--- config.mk ---
export PLATFORM = sky130hd
export DESIGN_NAME = instr_fetch
export DESIGN_NICKNAME = d
export VERILOG_FILES = /design/src/rtl/instr_fetch_pkg.sv /design/src/rtl/instr_fetch_imm_ctrl_decode.sv /design/src/rtl/instr_fetch.sv
export SDC_FILE = /design/constraint.sdc
export NUM_CORES = 1
export LEC_CHECK = 0
export ABC_AREA = 0
export CORE_MARGIN = 2
export CORE_UTILIZATION = 50
export CTS_BUF_LIST = sky130_fd_sc_hd__clkbuf_16
export DETAILED_ROUTE_END_ITERATION = 12
export PLACE_DENSITY = 0.95
export SLEW_MARGIN = 20
export SYNTH_ARGS = -nofsm -noshare
export SYNTH_HDL_FRONTEND = slang
export SYNTH_SLANG_ARGS = --single-unit
--- constraint.sdc ---
create_clock -name CLK -period 4.9 [get_ports CLK]
set_clock_uncertainty 0.15 [all_clocks]
set_input_delay 0.49 -clock CLK [delete_from_list [all_inputs] [get_ports CLK]]
set_output_delay 0.49 -clock CLK [all_outputs]
set_load 0.02 [all_outputs]
--- src/rtl/instr_fetch_pkg.sv ---
// Shared fetch/decode definitions: FSM states, sign-extender control encodings
// and opcode match constants used by fetch, sign extender and control unit.
package instr_fetch_pkg;

    typedef enum logic [1:0] {
        ST_IDLE  = 2'b00,
        ST_FETCH = 2'b01,
        ST_HOLD  = 2'b10
    } fetch_state_e;

    typedef enum logic [1:0] {
        EXT_I  = 2'b00,
        EXT_D  = 2'b01,
        EXT_B  = 2'b10,
        EXT_CB = 2'b11
    } ext_ctrl_e;

    localparam logic [10:0] OPC_LDUR = 11'b11111000010;
    localparam logic [10:0] OPC_STUR = 11'b11111000000;
    localparam logic [5:0]  OPC_B    = 6'b000101;
    localparam logic [7:0]  OPC_CBZ  = 8'b10110100;

    // Word offset is shifted in 64 bits, so its top two bits fall off; sum wraps.
    function automatic logic [63:0] next_pc(input logic [63:0] pc,
                                            input logic [63:0] imm,
                                            input logic        take);
        logic [63:0] r_sum;
        if (take) begin
            r_sum = pc + (imm << 2);
        end else begin
            r_sum = pc + 64'd4;
        end
        return r_sum;
    endfunction

endpackage

--- src/rtl/instr_fetch_imm_ctrl_decode.sv ---
// Combinational sign-extender control decode from the instruction opcode field
// (Instruction[31:21]).
module imm_ctrl_decode
    import instr_fetch_pkg::*;
(
    input  logic [10:0] i_opcode,
    output logic [1:0]  o_ext_ctrl
);

    ext_ctrl_e w_ext;

    // Prefix match on progressively shorter opcode fields.
    always_comb begin
        w_ext = EXT_I;
        if ((i_opcode == OPC_LDUR) || (i_opcode == OPC_STUR)) begin
            w_ext = EXT_D;
        end else if (i_opcode[10:5] == OPC_B) begin
            w_ext = EXT_B;
        end else if (i_opcode[10:3] == OPC_CBZ) begin
            w_ext = EXT_CB;
        end else begin
            w_ext = EXT_I;
        end
    end

    assign o_ext_ctrl = w_ext;

endmodule

--- src/rtl/instr_fetch.sv ---
// Instruction fetch unit: IDLE/FETCH/HOLD sequencer, PC register and
// instruction register, with branch-target selection on consumption.
module instr_fetch
    import instr_fetch_pkg::*;
#(
    parameter logic [63:0] StartPC = 64'h0
) (
    input  logic        CLK,
    input  logic        Reset,
    output logic        MemReq,
    output logic [63:0] MemAddr,
    input  logic        MemAck,
    input  logic [31:0] MemData,
    input  logic        Stall,
    input  logic        Branch,
    input  logic        Uncondbranch,
    input  logic        Zero,
    input  logic [63:0] BusImm,
    output logic [63:0] CurrentPC,
    output logic [31:0] Instruction,
    output logic        InstrValid,
    output logic [25:0] Imm26,
    output logic [1:0]  ExtCtrl
);

    fetch_state_e r_state;
    fetch_state_e w_state_nxt;
    logic [63:0]  r_pc;
    logic [31:0]  r_instr;
    logic         r_valid;
    logic         w_take;
    logic         w_req;

    assign w_take = Uncondbranch | (Branch & Zero);

    // State register.
    always_ff @(posedge CLK or posedge Reset) begin
        if (Reset) begin
            r_state <= ST_IDLE;
        end else begin
            r_state <= w_state_nxt;
        end
    end

    // Next-state and memory request decode.
    always_comb begin
        w_state_nxt = r_state;
        w_req       = 1'b0;
        case (r_state)
            ST_IDLE: begin
                w_state_nxt = ST_FETCH;
            end
            ST_FETCH: begin
                w_req = 1'b1;
                if (MemAck) begin
                    w_state_nxt = ST_HOLD;
                end else begin
                    w_state_nxt = ST_FETCH;
                end
            end
            ST_HOLD: begin
                if (!Stall) begin
                    w_state_nxt = ST_FETCH;
                end else begin
                    w_state_nxt = ST_HOLD;
                end
            end
            default: begin
                w_state_nxt = ST_IDLE;
            end
        endcase
    end

    // PC, instruction register and valid flag.
    always_ff @(posedge CLK or posedge Reset) begin
        if (Reset) begin
            r_pc    <= StartPC;
            r_instr <= 32'h0;
            r_valid <= 1'b0;
        end else begin
            case (r_state)
                ST_FETCH: begin
                    if (MemAck) begin
                        r_instr <= MemData;
                        r_valid <= 1'b1;
                    end
                end
                ST_HOLD: begin
                    // Branch inputs only matter in the cycle the word is consumed.
                    if (!Stall) begin
                        r_pc    <= next_pc(r_pc, BusImm, w_take);
                        r_valid <= 1'b0;
                    end
                end
                default: begin
                    r_valid <= r_valid;
                end
            endcase
        end
    end

    imm_ctrl_decode u_imm_ctrl_decode (
        .i_opcode   (r_instr[31:21]),
        .o_ext_ctrl (ExtCtrl)
    );

    assign MemReq      = w_req;
    assign MemAddr     = r_pc;
    assign CurrentPC   = r_pc;
    assign Instruction = r_instr;
    assign InstrValid  = r_valid;
    assign Imm26       = r_instr[25:0];

endmodule

==> results.md, run 1 <==
- Status: complete, no violations
- Combinational power share: 67.2%
- Worst EP arrival: 4.65 ns
- Via count: approximately 7600
- PortBufs: 286
- Layout Nets: 1311
- Post-synthesis sequential area ratio: between 20% and 30%
- Sequential Power Share: 22.6%
- Synth-to-Final Area Change: 33.7%
- Mapped Area: 8170 sq um
- Pre-CTS WS: -0.0283 ns
- CTS tree: done
- Maximum vdd drop: 0.314 mV
- Pin count of the biggest net entering global routing: 73
- Hold Crit Start: r_state[0]$_DFF_PP0_
- Critical path origin: Branch
- Antenna-violating nets left: 0
- Final Hold Viols: 0
- Initial core utilization: 51.3%
- Drt wl/cell: around 17 um
- Avg Vias per Cell: between 5 and 6
- Total wire length: ~24000 um
- Rows: 46
- Final Util: about two thirds
- First-pass GRT wire length: 38200 um
- Post-CTS Hold Buffers: 0
- Final Max Slew Viols: 0
- Register bit total from synthesis: 97
- Crit path max fanout: 14
- Post-Synthesis Cells: 962
- Worst Slack Setup Final: between 0.3 and 0.4 ns
- CTS Root Cell: clkbuf_16
- Pwr dens: 639 nW/um^2
- Commonest non-fill, non-tap cell in the layout: clkdlybuf4s50_1
- Setup Crit Path Kind: in2reg
- Max Clk Rate: approximately 220 MHz
- Clk pin slew, worst setup/hold paths: 0.07 ns
- Post-CTS setup buffers: 0
- Unrepaired setup endpoints after global routing: false
- Post-synth cell types: 66
- N_diodes: 0
- Pre-antenna DRT Iters: 5
- Post-layout minimum cycle time: 4.57 ns
- Fin crit share: 93.2%
- Share of layout cells above drive strength 1: 7.82%
- Clock network power share: 10.2%
- Cts repair resizes: 0
- Sw Pwr: between 3000 and 4000 uW
- Number of flops mapped to enable cells by yosys: 0
- Sink Count: 97
- Initial DRC count: roughly 470
- GRT Util Overall: 26.7%
- Vias in the first global route: 7439
- Hpwl dp: approximately 19000 um
- Syn_area_per_cell: roughly 8.5 sq um
- Sw frac: between 40% and 50%
- Asr flop ratio synth: 100%
- CTS max path bufs: 2
- Clk_lat worst skew: approximately 0.35 ns
- Die ar.: 17400 sq um
- Core ar.: about 16000 sq um
- Pwr Total: 6980 uW
- DRC: 0
- Pleak: 0.00479 uW
- Final setup violating endpoints: 0
- Die H: 132 um
- Io pins: 293
- Gpl congestion: 0.930
- Yosys warns: 0
- Worst EP required: 4.99 ns
- Die Wd: 132 um
- Num CTS Buffers: 9
- CP endpoint kind: register
- Most frequent cells in the layout: 286 x clkdlybuf4s50_1, 105 x nand2_1, 97 x dfrtp_1, 85 x o21ai_0, 69 x nor2b_1
- Max-Slew Margin vs Limit: roughly two fifths
- Fill cell count: 1254
- Maxcap violations: 0
- Slew @ Worst Pin: 0.906 ns
- Grt total ovfl: 0
- Reg2reg start: CurrentPC[2]$_DFFE_PP0P_
- Dominant synthesized flop cell: dfrtp_1
- Initial antenna violation count: 0
- Type of the tightest min-delay check: reg2reg
- H-tree Lvls: 3
- CP Launch Type: input pin
- Setup TNS: 0 ns
- P_int: 3710 uW
layer usage:
layer	wire (um)	up-vias	global-route usage [%]	share of wire (%)
li1	-	3649	-	-
met1	9490	3624	31.9	40
met2	12300	296	49.1	52
met3	1440	35	4.38	6.1
met4	461	0	8.03	1.9
met5	0	-	0	0
power by group through the flow:
stage          clock [uW]  sequential [uW]  combinational [uW]
4_1_cts               721             1580                4690
2_1_floorplan           0             1920                2740
6_report              710             1580                4700
3_5_place_dp            0             1590                4670
3_3_place_gp            0             1560                4540
5_1_grt               752             1640                5020
critical path: stages:
cell and delay (ns):
clkdlybuf4s50_1 0.45, a21oi_4 0.48, or2_2 0.22, ha_1 0.20, inv_1 0.07, fa_1 0.44
nor2b_4 0.13, o31a_1 0.16, o31a_1 0.17, o41a_1 0.25, o211ai_2 0.16, o31ai_1 0.39
a21o_1 0.17, a21oi_1 0.12, o21ai_1 0.44, a31o_2 0.24, nand3_1 0.06
path summary, 6_finish.rpt:
kind / to / slack [ns] / cells after the start
setup / recovery: CurrentPC[58]$_DFFE_PP0P_ / 0.33 / 17
hold / removal: r_state[1]$_DFF_PP0_ / 0.37 / 1
setup reg to reg: CurrentPC[60]$_DFFE_PP0P_ / 1.09 / 14
hold reg to reg: r_state[1]$_DFF_PP0_ / 0.37 / 1
max in group asynchronous: CurrentPC[22]$_DFFE_PP0P_ / 3.14 / 3
min in group asynchronous: CurrentPC[8]$_DFFE_PP0P_ / 0.53 / 2
registers in the layout, summed over array words and instances, names as in the netlist:
signal       cells
CurrentPC       62
Instruction     32
r_state          2
InstrValid       1
final cells by class:
class	count	area (sq um)	share of cell area [%]
clock buffers	9	225	2.06
multi-input cells	713	4850	44.4
clock inverters	7	63.8	0.584
flip-flops and latches	97	2430	22.2
well taps	216	270	2.47
inverters	17	66.3	0.607
repair buffers	308	3030	27.7
stage by stage:
step           cell area, sq um  hold slack [ns]  cells
2_1_floorplan              8190            0.316    965
3_3_place_gp              10600            0.325   1351
3_5_place_dp              10600            0.365   1351
4_1_cts                   10900            0.377   1367
5_1_grt                   10900            0.403   1367
6_report                  10900            0.370   1367
kinds of logic (layout without fill, tap and decap cells):
| family | after synthesis | in the layout | synth area share, % |
|---|---|---|---|
| other cells | 1 | 4 | 0.0459 |
| fa+ha+maj | 62 | 62 | 9.58 |
| mux | 34 | 34 | 4.65 |
| xor+xnor | 55 | 55 | 5.89 |
| flops | 97 | 97 | 29.7 |
| compound gates | 259 | 259 | 20.1 |
| buf+inv | 155 | 341 | 11.4 |
| simple gates | 299 | 299 | 18.6 |
cell usage after synthesis, types with 3 or more instances:
master,instances,area [sq um]
a31oi_1,4,25.0
o211ai_1,4,30.0
or2_2,3,18.8
buf_1,5,18.8
and2_1,6,37.5
o21ai_0,85,425
nand2b_1,7,43.8
o21ai_2,4,35.0
nor4b_1,3,26.3
or4_1,3,22.5
nand2_1,106,398
nor2b_1,69,432
mux2_2,32,360
xor2_1,22,193
clkbuf_1,39,146
buf_4,92,691
dfrtp_1,97,2430
a211oi_1,5,37.5
ha_1,61,763
inv_1,17,63.8
a21o_1,35,263
nor3_1,13,65.1
o31ai_1,4,30.0
nand3_1,16,80.1
o21a_1,8,60.1
o21bai_1,11,82.6
nor4_1,5,31.3
o21ai_1,5,25.0
a21oi_1,67,335
xnor2_1,33,289
nor2_1,34,128
and3_1,11,68.8
nand4_1,13,81.3
Note: power is estimated with default switching activity, not from simulation.
==> run 2: changes to the inputs <==
Settings changed: CORE_UTILIZATION 50 to 46, PLACE_DENSITY 0.95 to 0.93, SLEW_MARGIN 20 to 0.
Clock period 4.9 ns to 4.4 ns, I/O delays scaled along.
==> run 2 against run 1 <==
  * Largest cell class unchanged
  * Utilization shrank 1.5 points
  * Critical path depth grew 4
  * Combinational power grew 20%
  * Highest routed layer unchanged
  * Flip-flop and latch count is the same
  * Critical endpoint unchanged
  * Register-to-register slack lost 0.27 ns
  * Via count grew 4.6%
  * Die area grew 8.4%
  * Power grew 17%
==> results.md, run 2 (synthesized netlist as in run 1, its figures left out) <==
- Status: complete, no violations (unchanged)
- Worst Slack Setup Final: 0.385 ns (was 0.335 ns)
- Slowest CP cell: o41a_1 (was a21oi_4)
- Die H: 137 um (was 132 um)
- Worst EP arrival: 4.15 ns (was 4.65 ns)
- GRT Util Overall: 25.7% (was 26.7%)
- Via count: 7954 (was 7604)
- Core ar.: 17400 sq um (was 15900 sq um)
- Gpl congestion: 0.911 (was 0.930)
- Slew @ Worst Pin: 0.922 ns (was 0.906 ns)
- CTS Root Cell: clkbuf_16 (unchanged)
- Maxcap violations: 0 (unchanged)
- CP endpoint kind: register (unchanged)
- Hpwl dp: 19500 um (was 18900 um)
- H-tree Lvls: 3 (unchanged)
- Most frequent cells in the layout: 283 x clkdlybuf4s50_1, 105 x nand2_1, 102 x buf_4, 97 x dfrtp_1, 85 x o21ai_0 (was 286 x clkdlybuf4s50_1, 105 x nand2_1, 97 x dfrtp_1, 85 x o21ai_0, 69 x nor2b_1)
- Synth-to-Final Area Change: 42.4% (was 33.7%)
- Total wire length: 24600 um (was 23700 um)
- Worst path top cell family by delay: compound AO/OA/AOI/OAI gates (unchanged)
- Rows: 48 (was 46)
- Max FFs per register: 62 (unchanged)
- First-pass GRT wire length: 38200 um (about the same)
- Drt wl/cell: 16.9 um (was 17.3 um)
- CTS max path bufs: 2 (unchanged)
- Maximum vdd drop: 0.439 mV (was 0.314 mV)
- Initial DRC count: 370 (was 468)
- Crit path top cell by count: buf_4 (was o31a_1)
- Max Clk Rate: 249 MHz
- Worst EP required: 4.54 ns (was 4.99 ns)
- Largest stage delay on the critical path: 0.40 ns (was 0.48 ns)
- Final Util: 67.1% (was 68.5%)
- Die ar.: 18900 sq um (was 17400 sq um)
- Antenna-violating nets left: 0 (unchanged)
- Grt total ovfl: 0 (unchanged)
- Type of the tightest min-delay check: reg2reg (unchanged)
- Pre-antenna DRT Iters: 5 (unchanged)
- Pwr Total: 8190 uW (was 6980 uW)
- Initial antenna violation count: 1 (was 0)
- Setup Crit Path Kind: in2reg (unchanged)
- Commonest non-fill, non-tap cell in the layout: clkdlybuf4s50_1 (unchanged)
- Unrepaired setup endpoints after global routing: false (unchanged)
- PortBufs: 286 (unchanged)
- Share of layout cells above drive strength 1: 14.5% (was 7.82%)
- Layout Nets: 1393 (was 1311)
- Pre-CTS WS: -0.299 ns (was -0.0283 ns)
- Pleak: 0.00524 uW (was 0.00479 uW)
- Io pins: 293 (unchanged)
- Post-CTS Hold Buffers: 0 (unchanged)
- Post-layout minimum cycle time: 4.02 ns
- Crit path max fanout: 7 (was 14)
- Final setup violating endpoints: 0 (unchanged)
- Avg Vias per Cell: 5.45 (was 5.56)
- Initial core utilization: 47.1% (was 51.3%)
- Pin count of the biggest net entering global routing: 72 (was 73)
- Clk pin slew, worst setup/hold paths: 0.07 ns (about the same)
- Vias in the first global route: 7973 (was 7439)
- Sink Count: 97 (unchanged)
- Worst Path Buf+Inv: 6 (was 2)
- Final Hold Viols: 0 (unchanged)
- Pwr dens: 703 nW/um^2 (was 639 nW/um^2)
- Max-Slew Margin vs Limit: 38.6% (was 39.6%)
- Cells along the critical path: dlymetal6s2s_1, a21oi_4, buf_12, buf_4, or2_2, ha_1, inv_1, fa_2, nor2b_4, o31a_1, o31a_1, o41a_1, o211ai_2, o31ai_2, buf_4, a21o_1, a21oi_2, o21ai_1, buf_4, a31o_2, nand3_1 (was clkdlybuf4s50_1, a21oi_4, or2_2, ha_1, inv_1, fa_1, nor2b_4, o31a_1, o31a_1, o41a_1, o211ai_2, o31ai_1, a21o_1, a21oi_1, o21ai_1, a31o_2, nand3_1)
- Die Wd: 137 um (was 132 um)
- Final Max Slew Viols: 0 (unchanged)
- Num CTS Buffers: 9 (unchanged)
- Fin crit share: 91.3%
- Setup TNS: 0 ns (unchanged)
- DRC: 0 (unchanged)
- Clk_lat worst skew: 0.35 ns (about the same)
- CP Launch Type: input pin (unchanged)
- CTS tree: done (unchanged)
run 2: path summary, 6_finish.rpt:
path / startpoint / to / slack (ns) / cells after the start
hold / removal: InstrValid$_DFFE_PP0P_ / InstrValid$_DFFE_PP0P_ / 0.36 / 2
setup reg to reg: CurrentPC[2]$_DFFE_PP0P_ / CurrentPC[58]$_DFFE_PP0P_ / 0.82 / 16
max in group asynchronous: Reset / Instruction[11]$_DFFE_PP0P_ / 2.69 / 3
setup / recovery: Branch / CurrentPC[58]$_DFFE_PP0P_ / 0.38 / 21
hold reg to reg: InstrValid$_DFFE_PP0P_ / InstrValid$_DFFE_PP0P_ / 0.36 / 2
min in group asynchronous: Reset / CurrentPC[2]$_DFFE_PP0P_ / 0.49 / 2
run 2: per-stage QoR:
step	hold WS, ns	instances	cell area [sq um]
6_report	0.355	1459	11600
5_1_grt	0.396	1459	11600
4_1_cts	0.357	1455	11600
3_5_place_dp	0.337	1439	11300
3_3_place_gp	0.332	1439	11300
2_1_floorplan	0.316	965	8190
run 2: what timing repair did:
item | CTS | global route
resized for setup | 0 | 11
setup buffers | 0 | 3
endpoints found under the setup margin | 0 | 16
run 2: final cells by class:
cell class,count,area [sq um]
Fill cell,1367,5720
Multi-Input combinational cell,713,4890
Timing Repair Buffer,390,3680
Sequential cell,97,2430
Tap cell,225,282
Clock buffer,9,225
Clock inverter,7,70.1
Inverter,17,66.3
Antenna cell,1,2.50
run 2: layer usage:
metal / GRT usage [%] / part of all wire, %
met5: 0 / 0
met4: 13.2 / 4.5
met3: 4.23 / 6.3
met2: 46.0 / 50
met1: 29.2 / 39
run 2: power breakdown:
group / total [uW] / switching (uW) / internal (uW)
clock network: 807 / 406 / 402
registers: 1760 / 465 / 1300
logic: 5620 / 2860 / 2750
total: 8190 / 3730 / 4450
run 2: worst register-to-register path, cell delays in order, from the launching register on:
cell	delay, ns
dfrtp_1	0.42
ha_1	0.23
inv_1	0.09
fa_2	0.24
nor2b_4	0.05
o31a_1	0.24
o31a_1	0.27
o41a_1	0.40
o211ai_2	0.31
o31ai_2	0.09
buf_4	0.15
a21o_1	0.17
a21oi_2	0.17
o21ai_1	0.07
buf_4	0.16
a31o_2	0.23
nand3_1	0.06
